`src/rtl/video_palframe_banked.sv`:
```
// video_palframe_banked: banked palette mixer with blanking, a CPU palette port served
// only during blank, and a display bank switch deferred to the vblank rising edge.
module video_palframe_banked #(
  parameter int IDX_W  = 4,
  parameter int COL_W  = 6,
  parameter int BANK_W = 1
) (
  input  logic                    clk,
  input  logic                    rst_n,
  input  logic                    hpix,
  input  logic                    vpix,
  input  logic                    hblank,
  input  logic                    vblank,
  input  logic [IDX_W-1:0]        pixels,
  input  logic [IDX_W-1:0]        border,
  input  logic [BANK_W-1:0]       bank_sel,
  input  logic                    pal_wr_req,
  input  logic                    pal_rd_req,
  input  logic [BANK_W+IDX_W-1:0] pal_addr,
  input  logic [COL_W-1:0]        pal_wdata,
  output logic                    pal_ack,
  output logic [COL_W-1:0]        pal_rdata,
  output logic                    pal_rvalid,
  output logic [BANK_W-1:0]       disp_bank,
  output logic [COL_W-1:0]        color
);
  localparam int AW = BANK_W + IDX_W;
  logic [COL_W-1:0] ram [(1<<AW)];
  logic [IDX_W-1:0] idx0;
  logic blk0, vb_q, vb_qq, rd_pend, svc;
  // the cycle right after an ack is never serviced, so a held request cannot be acked twice
  assign svc = blk0 & ~pal_ack & (pal_wr_req | pal_rd_req);
  always_ff @(posedge clk)
    if (svc & pal_wr_req) ram[pal_addr] <= pal_wdata;
  always_ff @(posedge clk or negedge rst_n)
    if (!rst_n) begin
      idx0       <= '0;
      blk0       <= 1'b1;
      vb_q       <= 1'b0;
      vb_qq      <= 1'b0;
      disp_bank  <= '0;
      color      <= '0;
      pal_ack    <= 1'b0;
      rd_pend    <= 1'b0;
      pal_rvalid <= 1'b0;
      pal_rdata  <= '0;
    end else begin
      idx0       <= (hpix & vpix) ? pixels : border;
      blk0       <= hblank | vblank;
      vb_q       <= vblank;
      vb_qq      <= vb_q;
      disp_bank  <= (vb_q & ~vb_qq) ? bank_sel : disp_bank;
      color      <= blk0 ? '0 : ram[{disp_bank, idx0}];
      pal_ack    <= svc;
      rd_pend    <= svc & ~pal_wr_req;
      pal_rvalid <= rd_pend;
      pal_rdata  <= (svc & ~pal_wr_req) ? ram[pal_addr] : pal_rdata;
    end
endmodule

```
`config.mk`:
```
export PLATFORM = sky130hd
export DESIGN_NAME = video_palframe_banked
export DESIGN_NICKNAME = d
export VERILOG_FILES = /design/src/rtl/video_palframe_banked.sv
export SDC_FILE = /design/constraint.sdc
export NUM_CORES = 1
export LEC_CHECK = 0
export CORE_UTILIZATION = 55
export CTS_CLUSTER_DIAMETER = 30
export CTS_CLUSTER_SIZE = 16
export DETAILED_ROUTE_END_ITERATION = 12
export PLACE_DENSITY_LB_ADDON = 0.25
export SLEW_MARGIN = 20
export SYNTH_ARGS = -nofsm -noshare
export SYNTH_HDL_FRONTEND = slang
export SYNTH_SLANG_ARGS = --single-unit
```
`constraint.sdc`:
```
create_clock -name clk -period 1.83 [get_ports clk]
set_input_delay 0.366 -clock clk [delete_from_list [all_inputs] [get_ports clk]]
set_output_delay 0.366 -clock clk [all_outputs]
set_load 0.02 [all_outputs]
```
# Word level (Yosys, flattened, before mapping)
# Memories as Yosys holds them, arrays and structs flattened. A register that Yosys moved wholly into a read port is not among the register bits.
# Index checks and enable logic that the tools add are counted.
[totals] reg_bits=17 latch_bits=0 mem_bits_rw=192 romBits=0 in_bits=28 output_inout_bits=15 wordCells=26 memories=1
[op_classes] n_addsub=0 multipliers=0 div_mod_pow=0 n_lt_le_gt_ge=0 eq_ne=0 shift=0 muxes=4 bitwise=11 reduce_logical=1
[mem_list] name="ram" depth=32 word_bits=6 read_ports=2 rd_ports_with_merged_regs=1 write_ports=1 line_no="28" source="logic [COL_W-1:0] ram [(1<<AW)];"
[op_table] cell="1-bit AND" count=6
[op_table] cell="6-bit two-way mux" count=1
[op_table] cell="4-bit two-way mux" count=1
[op_table] cell="1-bit NOT" count=3
[op_table] cell="1-bit two-way mux" count=2
[op_table] cell="1-bit OR" count=2
[op_table] cell="1-bit logical NOT" count=1

# Logic depth before layout (Yosys ltp)
# Gate-level depths: netlist of run 1.
[logic_depth] ltp_word=6 ltp_mapped=8 depth_no_buf=5

# Worst setup path after synthesis of run 1
# Ideal clock, no wire load.
[synth_path] path_kind="input -> register" from="in pal_addr[0]" to="mem ram[24][0], enable pin" setup_ps=350 arrival_ps=1641 setup_slack_ps=-161 cell_stages=6 path_buffers=4 path_cell_list="buf_6 > buf_6 > buf_4 > or3_1 > clkbuf_1 > nor2_1"
[synth_rtl] element="start: declaration" line_no="19" source="input logic [BANK_W+IDX_W-1:0] pal_addr,"
[synth_rtl] element="end: declaration" line_no="28"
# Straight into the memory's write port.

# Final worst setup path of run 1
[layout_path] from="reg idx0[0]" to="reg color[3]"
[layout_via] elab_chain_cells=2
[layout_lines] element="start: declaration" line_no="29" source="logic [IDX_W-1:0] idx0;"
[layout_lines] element="start signal: assignment" line_no="48" source="idx0 <= (hpix & vpix) ? pixels : border;"
[layout_lines] element="memory 32 x 6 bit"
[layout_lines] element="6-bit two-way mux" line_no="53" source="color <= blk0 ? '0 : ram[{disp_bank, idx0}];"
[layout_lines] element="end signal: assignment" line_no="53"
[layout_lines] element="end: declaration" line_no="25" source="output logic [COL_W-1:0] color"
# No other way between the ends.
# A chain may end at the register's enable or synchronous reset.

==> run metrics, run 1 <==
Num CTS Buffers 44; first-pass GRT wire length 41.5 mm; CP Data Required Time 2.23 ns; pre-CTS WS -0.442 ns; Final #Nets 784; Total Neg Setup Slack -4.10 ns; filler cell count 982; Buffers on Ports 42; Yosys cell types 46; WP depth 7; XOR/XNOR Fraction of Synth Area 0; Max Fclk 494 MHz; fraction of layout cells with a size suffix above 1 0.473; Die W 136 um; Pwr per Cell Area 1140 nW/um2; post-synthesis adder-cell area fraction 0; Seq cells post-synth 215; CTS Buffer Depth 3; crit path time final 2.03 ns; Clk Tree Root Cell clkbuf_16; Syn. warnings 0; Area growth, synth to finish 35.6%; Synth Area in Compound Gates 0.0368; net load switching power 0.00357 W; Cell Chain, Critical Path buf_4 > clkbuf_16 > mux4_2 > mux2i_1 > buf_4 > o22ai_1 > or2_1; dpl cells 905; mean routed wirelength per cell 28.5 um; row count 48; H-tree Lvls 2; Skew-Pair Late Insertion Delay 0.52 ns; average instance area after synthesis 18.0 um2; sequential share of the synthesized area 0.638; Worst Slack Setup Final -0.196 ns; Layout Skew 0.0103 ns; drt drc 0; Worst Path Max Fanout 4; antenna violations before repair 1; clock sink total 215; Pleak 4.92 nW; Hold Crit Class in2async; routed wire length 28.9 mm; Post-DP Area 11500 um2; Net Count, Synth 581; cell family contributing the most delay on the critical path multiplexers; Slowest Stage Delay on Critical Path 0.52 ns; fin cells 1017; MaxCap Viol Count 0; RSZ-0062 raised after global routing true; main combinational cell family by area after synthesis multiplexers; Slew headroom 0.716; number of buffers and inverters on the critical path 3; All-Layer GR Usage 0.321; DR pass1 iterations 5; Flop pwr share 0.361; Hold Vio Cnt, Final 0; most frequent CP cell buf_4; Cells after Synth 553; Post-DRT Antenna Nets 0; grt ovf 0; Synth Cell Area 9940 um2; Clock power frac 0.540; run status finished with violations; die area 18600 um2; Combinational Power Share 0.099; starting density of the core 0.569; VDD IR max 1.01 mV; CTS tree done; vias in the first global route 6561; post-synthesis mux area share 0.245; Startpoint Class register; total core area 17500 um2; final setup fails 57; vias per cell 6.40; Simple-Gate Fraction of Synth Area 0.0521; Routability Congestion 1.08; CP arrival 2.43 ns; sw frac 0.233; FF-to-FF path depth 7; kind of critical path reg2reg; I/O Pins 43; worst-margin pin slew 0.426 ns; clock-pin slew on the worst setup and hold paths 0.05 ns; Slew Viols, Final 0; slowest CP cell mux4_2; maximum number of pins on one net before global-route repair 33; initial drt markers 585; failing checks setup timing; CP Capture Type register; total vias in the final route 6508; P_int 0.0117 W; Final period util 1.11; Final Hold Slack 0.218 ns; Finished Cell Area 13500 um2; Die Ht 136 um; DP HPWL 19.3 mm
## what timing repair did
action                     4_1_cts  5_1_grt
hold buffers                     0        0
setup buffers                    7       20
pin swaps                        5        9
resized for setup               27       36
setup endpoints to repair       79       83
cloned                           0        3
## placed cells by master, fill, tap and decap left out, drive strengths merged, types with 17 or more instances in the layout
cell type      instances
buf                  155
clkbuf                49
clkdlybuf4s50         26
dfrtp                 22
edfxtp               192
mux2i                 51
mux4                  79
nand2                 17
nor2                  40
o22ai                 19
## logic make-up (layout without fill, tap and decap cells)
family,after synthesis,after routing
DFF,215,215
muxes,143,143
and+or+nand+nor,104,104
AOI/OAI and AO/OA,51,51
buffers and inverters,40,278
other,0,1
## through the flow
step,utilization,total power (W)
finish,0.771,0.0153
global route,0.771,0.0157
CTS,0.752,0.0152
detailed placement,0.658,0.00698
global placement,0.658,0.00696
floorplan,-,0.00630
## final cells by class
cell class                      instances  area [um2]  area share
Tap cell                              225         282      0.0209
Sequential cell                       215        6340       0.471
Clock buffer                           47        1130      0.0841
Multi-Input combinational cell        298        3510       0.261
Clock inverter                         34         414      0.0307
Timing Repair Buffer                  197        1790       0.133
Antenna cell                            1        2.50    0.000186
## cells in the mapped netlist, drive strengths merged
master / count / area, um2
buf: 31 / 243
o31ai: 1 / 7.51
nand3b: 4 / 30.0
a32o: 3 / 30.0
o21ai: 2 / 10.0
nand3: 5 / 25.0
nor3b: 1 / 7.51
nor4: 1 / 6.26
nand4: 4 / 25.0
clkbuf: 9 / 33.8
dfrtp: 22 / 551
a41oi: 2 / 17.5
o221ai: 1 / 8.76
and3: 1 / 6.26
a21oi: 6 / 30.0
dfstp: 1 / 26.3
edfxtp: 192 / 5770
a31oi: 2 / 12.5
nor2: 40 / 150
mux2: 13 / 146
o21a: 2 / 15.0
mux2i: 51 / 510
nor2b: 7 / 43.8
mux4: 79 / 1780
or2: 7 / 43.8
a2111oi: 1 / 15.0
nand2: 17 / 63.8
a211oi: 2 / 15.0
or3: 3 / 18.8
o22ai: 19 / 119
a22o: 2 / 17.5
nor3: 6 / 30.0
o32ai: 1 / 8.76
o311ai: 1 / 8.76
and3b: 2 / 17.5
or3b: 4 / 35.0
nand4b: 1 / 8.76
a22oi: 4 / 30.0
o32a: 2 / 20.0
and2: 1 / 6.26
## worst reg2reg max path: stages (launching register included)
cell,delay (ns)
dfrtp_2,0.37
buf_4,0.18
clkbuf_16,0.18
mux4_2,0.52
mux2i_1,0.18
buf_4,0.16
o22ai_1,0.07
or2_1,0.24
## sequential cells by signal, indices dropped and copies added (netlist names), 4 cells and up
signal	count
color	6
pal_rdata	6
idx0	4
ram	192
## per-layer routing
| metal | wire, um | GRT usage | vias up | share of wire |
|---|---|---|---|---|
| li1 | - | - | 2722 | - |
| met1 | 11000 | 0.429 | 3336 | 0.38 |
| met2 | 14000 | 0.522 | 387 | 0.49 |
| met3 | 2930 | 0.0764 | 63 | 0.10 |
| met4 | 924 | 0.103 | 0 | 0.032 |
| met5 | 0 | 0 | - | 0 |
## power by group through the flow
| stage | registers, W | clock network (W) | logic [W] |
|---|---|---|---|
| after global routing | 0.00552 | 0.00856 | 0.00158 |
| after global placement | 0.00560 | 0 | 0.00136 |
| after detailed placement | 0.00560 | 0 | 0.00138 |
| after CTS | 0.00552 | 0.00831 | 0.00140 |
| final | 0.00552 | 0.00827 | 0.00152 |
| after floorplan | 0.00564 | 0 | 0.000650 |
## worst paths after layout
path | start | to | slack (ns)
max | idx0[0] | color[3] | -0.20
min | rst_n | rd_pend | 0.22
max reg2reg | idx0[0] | color[3] | -0.20
min reg2reg | rd_pend | pal_rvalid | 0.38
max in group asynchronous | rst_n | blk0 | 1.32
min in group clk | vblank | vb_q | 0.31
(Power assumes the default switching activity.)
==> run 2, diff against run 1 <==
--- a/config.mk
+++ b/config.mk
@@ -5,9 +5,9 @@
 export SDC_FILE = /design/constraint.sdc
 export NUM_CORES = 1
 export LEC_CHECK = 0
+export CORE_MARGIN = 2
 export CORE_UTILIZATION = 55
 export CTS_CLUSTER_DIAMETER = 30
-export CTS_CLUSTER_SIZE = 16
 export DETAILED_ROUTE_END_ITERATION = 12
 export PLACE_DENSITY_LB_ADDON = 0.25
 export SLEW_MARGIN = 20
==> run metrics, run 2 (same netlist as run 1, synthesis figures left out) <==
run status finished with violations; failing checks setup timing; CP arrival 2.25 ns (-0.18 ns); fin cells 984 (-3.2%); maximum number of pins on one net before global-route repair 33 (unchanged); crit path time final 2.07 ns (+0.0460 ns); H-tree Lvls 2 (unchanged); CTS tree done; Clk Tree Root Cell clkbuf_16; VDD IR max 0.946 mV (-5.9%); Slew Viols, Final 0 (unchanged); Post-DRT Antenna Nets 0 (unchanged); Pleak 4.78 nW (-2.8%); vias in the first global route 6523 (-0.58%); P_int 0.0111 W (-5.3%); Skew-Pair Late Insertion Delay 0.51 ns (about the same); Combinational Power Share 0.104 (+0.005); Area growth, synth to finish 34.4%; clock sink total 215 (unchanged); routed wire length 29.1 mm (+0.42%); row count 49 (+2.1%); mean routed wirelength per cell 29.5 um (+3.8%); CTS Buffer Depth 3 (unchanged); total core area 17800 um2 (+2.1%); CP Data Required Time 2.01 ns (-0.22 ns); Final period util 1.13 (+0.0252); Startpoint Class register; Worst Path Max Fanout 6 (+2); Worst Slack Setup Final -0.242 ns (-0.0460 ns); I/O Pins 43 (unchanged); kind of critical path reg2reg; Hold Vio Cnt, Final 0 (unchanged); first-pass GRT wire length 41.8 mm (+0.73%); vias per cell 6.56 (+2.4%); drt drc 0 (unchanged); Clock power frac 0.510 (-0.030); Pwr per Cell Area 1070 nW/um2 (-5.4%); Ant. Diodes 0 (-1); Max Fclk 483 MHz (-2.2%); antenna violations before repair 1 (unchanged); Routability Congestion 0.973 (-9.7%); grt ovf 0 (unchanged); Flop pwr share 0.386 (+0.025); Slew headroom 0.514 (-0.203); All-Layer GR Usage 0.300 (-0.0216); worst-margin pin slew 0.730 ns (+0.304 ns); max reg flops 192 (unchanged); Regs by FF count ram x192, color x6, pal_rdata x6; Layout Skew 0.0122 ns (+0.00189 ns); DR pass1 iterations 5 (unchanged); Most flops, register ram; Die Ht 138 um (+1.5%); Buffers on Ports 42 (unchanged); net load switching power 0.00324 W (-9.3%); Hold Crit Class in2async; MaxCap Viol Count 0 (unchanged); dpl cells 900 (-0.55%); starting density of the core 0.557 (-0.0116); Num CTS Buffers 38 (-14%); total vias in the final route 6451 (-0.88%); post-layout util 0.749 (-0.0226); CP Capture Type register; most common cell after layout, fill and taps aside edfxtp_1; die area 19200 um2 (+3.0%); clock-pin slew on the worst setup and hold paths 0.05 ns (about the same); Die W 138 um (+1.5%); fraction of layout cells with a size suffix above 1 0.458 (-0.0145); Final #Nets 754 (-3.8%); final setup fails 204 (+260%); most frequent cells in the layout edfxtp_1, buf_4, mux4_2, mux2i_1, clkbuf_16; DP HPWL 19.3 mm (+0.37%); RSZ-0062 raised after global routing true; sw frac 0.226 (-0.00765); initial drt markers 708 (+21%)
==> run 2: changes by cell type in the layout (fill, tap and decap cells not counted), sizes merged, moves of 3 or more <==
| cell | change |
|---|---|
| buf | -24 |
| clkinv | -5 |
| clkinvlp | -3 |
| dlygate4sd2 | -3 |
| dlymetal6s2s | +3 |
| inv | -4 |
==> run 2: path summary, 6_finish.rpt <==
| kind | start | endpoint | slack (ns) | depth (start not counted) |
|---|---|---|---|---|
| worst max-delay path | blk0 | ram[0][0] | -0.24 | 6 |
| max in group asynchronous | rst_n | blk0 | 1.29 | 2 |
| worst min register to register | rd_pend | pal_rvalid | 0.38 | 0 |
| worst max register to register | blk0 | ram[0][0] | -0.24 | 6 |
| min in group clk | vblank | vb_q | 0.35 | 1 |
| worst min-delay path | rst_n | color[5] | 0.23 | 2 |
==> run 2: timing repair <==
| item | 4_1_cts | 5_1_grt |
|---|---|---|
| setup endpoints to repair | 184 | 209 |
| cloned | 1 | 1 |
| hold buffers | 0 | 0 |
| pin swaps | 13 | 21 |
| resized for setup | 53 | 67 |
| buffers inserted | 7 | 7 |
==> run 2: metrics by stage <==
step / TNS [ns] / power (W) / cell area [um2] / hold slack, ns / worst slack (ns)
floorplan: -1.83 / 0.00630 / 10000 / 0.0704 / -0.0407
global placement: -60.55 / 0.00694 / 11400 / 0.336 / -0.509
detailed placement: -67.55 / 0.00696 / 11400 / 0.362 / -0.539
CTS: -13.07 / 0.0143 / 13000 / 0.230 / -0.205
global route: -31.08 / 0.0147 / 13400 / 0.270 / -0.256
finish: -22.40 / 0.0144 / 13400 / 0.235 / -0.242
==> run 2: cell type report <==
| type | instances | area (um2) |
|---|---|---|
| clock inverters | 21 | 292 |
| flip-flops and latches | 215 | 6340 |
| repair buffers | 173 | 1720 |
| fillers | 1018 | 4480 |
| well taps | 229 | 287 |
| clock buffers | 48 | 1050 |
| multi-input cells | 298 | 3670 |
==> run 2: layer usage <==
metal / part of all wire / up-vias / routed length, um / GRT usage
li1: - / 2659 / - / -
met1: 0.38 / 3304 / 11100 / 0.412
met2: 0.49 / 405 / 14200 / 0.477
met3: 0.096 / 81 / 2780 / 0.0779
met4: 0.035 / 2 / 1020 / 0.0983
met5: 0.00038 / - / 11 / 0
==> run 2: critical path: stages, from the launching register on <==
cell	delay, ns
dfstp_2	0.55
nor2b_4	0.16
buf_6	0.13
nand2_4	0.07
or3_4	0.39
buf_8	0.16
nor2_4	0.27
==> run 2: power by group through the flow <==
stage	sequential, W	clock, W	combinational [W]
after CTS	0.00553	0.00737	0.00139
after detailed placement	0.00562	0	0.00134
after global routing	0.00553	0.00764	0.00156
after floorplan	0.00564	0	0.000650
after global placement	0.00561	0	0.00132
final	0.00553	0.00733	0.00149
==> run 3, diff against run 2 <==
--- a/config.mk
+++ b/config.mk
@@ -5,7 +5,6 @@
 export SDC_FILE = /design/constraint.sdc
 export NUM_CORES = 1
 export LEC_CHECK = 0
-export CORE_MARGIN = 2
 export CORE_UTILIZATION = 55
 export CTS_CLUSTER_DIAMETER = 30
 export DETAILED_ROUTE_END_ITERATION = 12
==> run metrics, run 3 (same netlist as run 1, synthesis figures left out) <==
P_int 0.0117 W (+5.6%); Most flops, register ram; antenna violations before repair 1 (unchanged); initial drt markers 617 (-13%); die area 18600 um2 (-2.9%); H-tree Lvls 2 (unchanged); CP Data Required Time 2.23 ns (+0.22 ns); CTS Buffer Depth 3 (unchanged); Die Ht 136 um (-1.4%); Worst Slack Setup Final -0.202 ns (+0.0403 ns); Hold Crit Class in2async; post-layout util 0.771 (+0.0225); MaxCap Viol Count 0 (unchanged); DP HPWL 19.3 mm (-0.37%); Startpoint Class register; Max Fclk 492 MHz (+2.0%); Routability Congestion 1.08 (+11%); Cell Chain, Critical Path buf_4 > clkbuf_16 > mux4_2 > mux2i_1 > buf_4 > o22ai_1 > or2_1; crit path time final 2.03 ns (-0.0403 ns); VDD IR max 1.01 mV (+6.3%); Clock power frac 0.540 (+0.030); vias per cell 6.38 (-2.6%); slowest CP cell mux4_2; Skew-Pair Late Insertion Delay 0.52 ns (about the same); failing checks setup timing; starting density of the core 0.569 (+0.0116); routed wire length 28.9 mm (-0.44%); met3 usage 0.0764 (-0.00150); Regs by FF count ram x192, color x6, pal_rdata x6; net load switching power 0.00358 W (+10%); met1 Track Usage GR 0.429 (+0.0173); Slew headroom 0.722 (+0.209); most frequent cells in the layout edfxtp_1, buf_4, mux4_2, clkbuf_16, mux2i_1; Final period util 1.11 (-0.0220); clock sink total 215 (unchanged); total core area 17500 um2 (-2.0%); grt ovf 0 (unchanged); CP Capture Type register; DR pass1 iterations 5 (unchanged); CTS tree done; Slew Viols, Final 0 (unchanged); Post-DRT Antenna Nets 0 (unchanged); GR Util met2 0.522 (+0.0452); RSZ-0062 raised after global routing true; Combinational Power Share 0.099 (-0.005); Pleak 4.91 nW (+2.8%); Area growth, synth to finish 35.6%; All-Layer GR Usage 0.321 (+0.0215); max reg flops 192 (unchanged); number of buffers and inverters on the critical path 3 (+1); sw frac 0.234 (+0.00803); clock-pin slew on the worst setup and hold paths 0.05 ns (about the same); hold-fix buffers at CTS 0 (unchanged); Slowest Stage Delay on Critical Path 0.52 ns (-0.03 ns); Total Neg Setup Slack -4.06 ns (+18.34 ns); Flop pwr share 0.360 (-0.026); GR peak layer met2; Layout Skew 0.0106 ns (-0.00158 ns); worst-margin pin slew 0.417 ns (-0.313 ns); fraction of layout cells with a size suffix above 1 0.472 (+0.0139); drt drc 0 (unchanged); CP arrival 2.43 ns (+0.18 ns); I/O Pins 43 (unchanged); mean routed wirelength per cell 28.5 um (-3.6%); most common cell after layout, fill and taps aside edfxtp_1; Worst Path Max Fanout 4 (-2); maximum number of pins on one net before global-route repair 33 (unchanged); most frequent CP cell buf_4; first-pass GRT wire length 41.4 mm (-0.76%); Clk Tree Root Cell clkbuf_16; cell family contributing the most delay on the critical path multiplexers; kind of critical path reg2reg; row count 48 (-2.0%); Final #Nets 784 (+4.0%); Buffers on Ports 42 (unchanged); Pwr per Cell Area 1140 nW/um2 (+5.7%); final setup fails 57 (-72%); Hold Vio Cnt, Final 0 (unchanged); Num CTS Buffers 44 (+16%); filler cell count 985 (-3.2%); run status finished with violations; vias in the first global route 6562 (+0.60%); Die W 136 um (-1.4%); total vias in the final route 6487 (+0.56%)
run 3: changes by cell type in the layout (fill, tap and decap cells not counted), moves of 4 or more:
cell and change:
buf_4 +42, nor2_4 -17, buf_6 -13, nor2_2 +10, clkbuf_16 +7, nor2_1 +7
buf_8 -4, clkbuf_8 -4, inv_6 +4
run 3: repair_timing:
item | CTS | global route
pin swaps | 5 | 9
resized for setup | 27 | 36
cloned | 0 | 3
setup buffers | 7 | 20
endpoints found under the setup margin | 80 | 83
run 3: layout make-up:
cell class                 instances  area (um2)  area share
sequential                       215        6340       0.471
tap                              225         282      0.0209
clock buffer                      47        1130      0.0841
antenna                            1        2.50    0.000186
timing repair buffer             197        1790       0.133
clock inverter                    33         413      0.0306
multi-input combinational        298        3510       0.261
run 3: through the flow:
step                      instance area [um2]  setup slack [ns]  total power (W)  instances  hold WS (ns)
after floorplan                         10000           -0.0407          0.00630        553        0.0704
after global placement                  11500            -0.485          0.00696        905         0.335
after detailed placement                11500            -0.442          0.00698        905         0.338
after CTS                               13100            -0.134           0.0152        992         0.224
after global routing                    13500            -0.227           0.0157       1015         0.240
final                                   13500            -0.202           0.0153       1016         0.217
run 3: final timing paths:
check | start | endpoint | slack (ns) | depth (start not counted)
setup / recovery | idx0[0] | color[3] | -0.20 | 7
hold / removal | rst_n | rd_pend | 0.22 | 2
min in group clk | vblank | vb_q | 0.31 | 1
setup reg to reg | idx0[0] | color[3] | -0.20 | 7
hold reg to reg | rd_pend | pal_rvalid | 0.38 | 0
max in group asynchronous | rst_n | blk0 | 1.32 | 2
run 3: routing by layer:
metal	up-vias	part of all wire
li1	2720	-
met1	3328	0.38
met2	374	0.49
met3	65	0.097
met4	0	0.033
met5	-	0
run 3: power groups by stage:
stage	combinational (W)	clock, W	sequential [W]
global placement	0.00136	0	0.00560
floorplan	0.000650	0	0.00564
CTS	0.00140	0.00831	0.00552
global route	0.00158	0.00856	0.00552
detailed placement	0.00138	0	0.00560
finish	0.00152	0.00827	0.00552
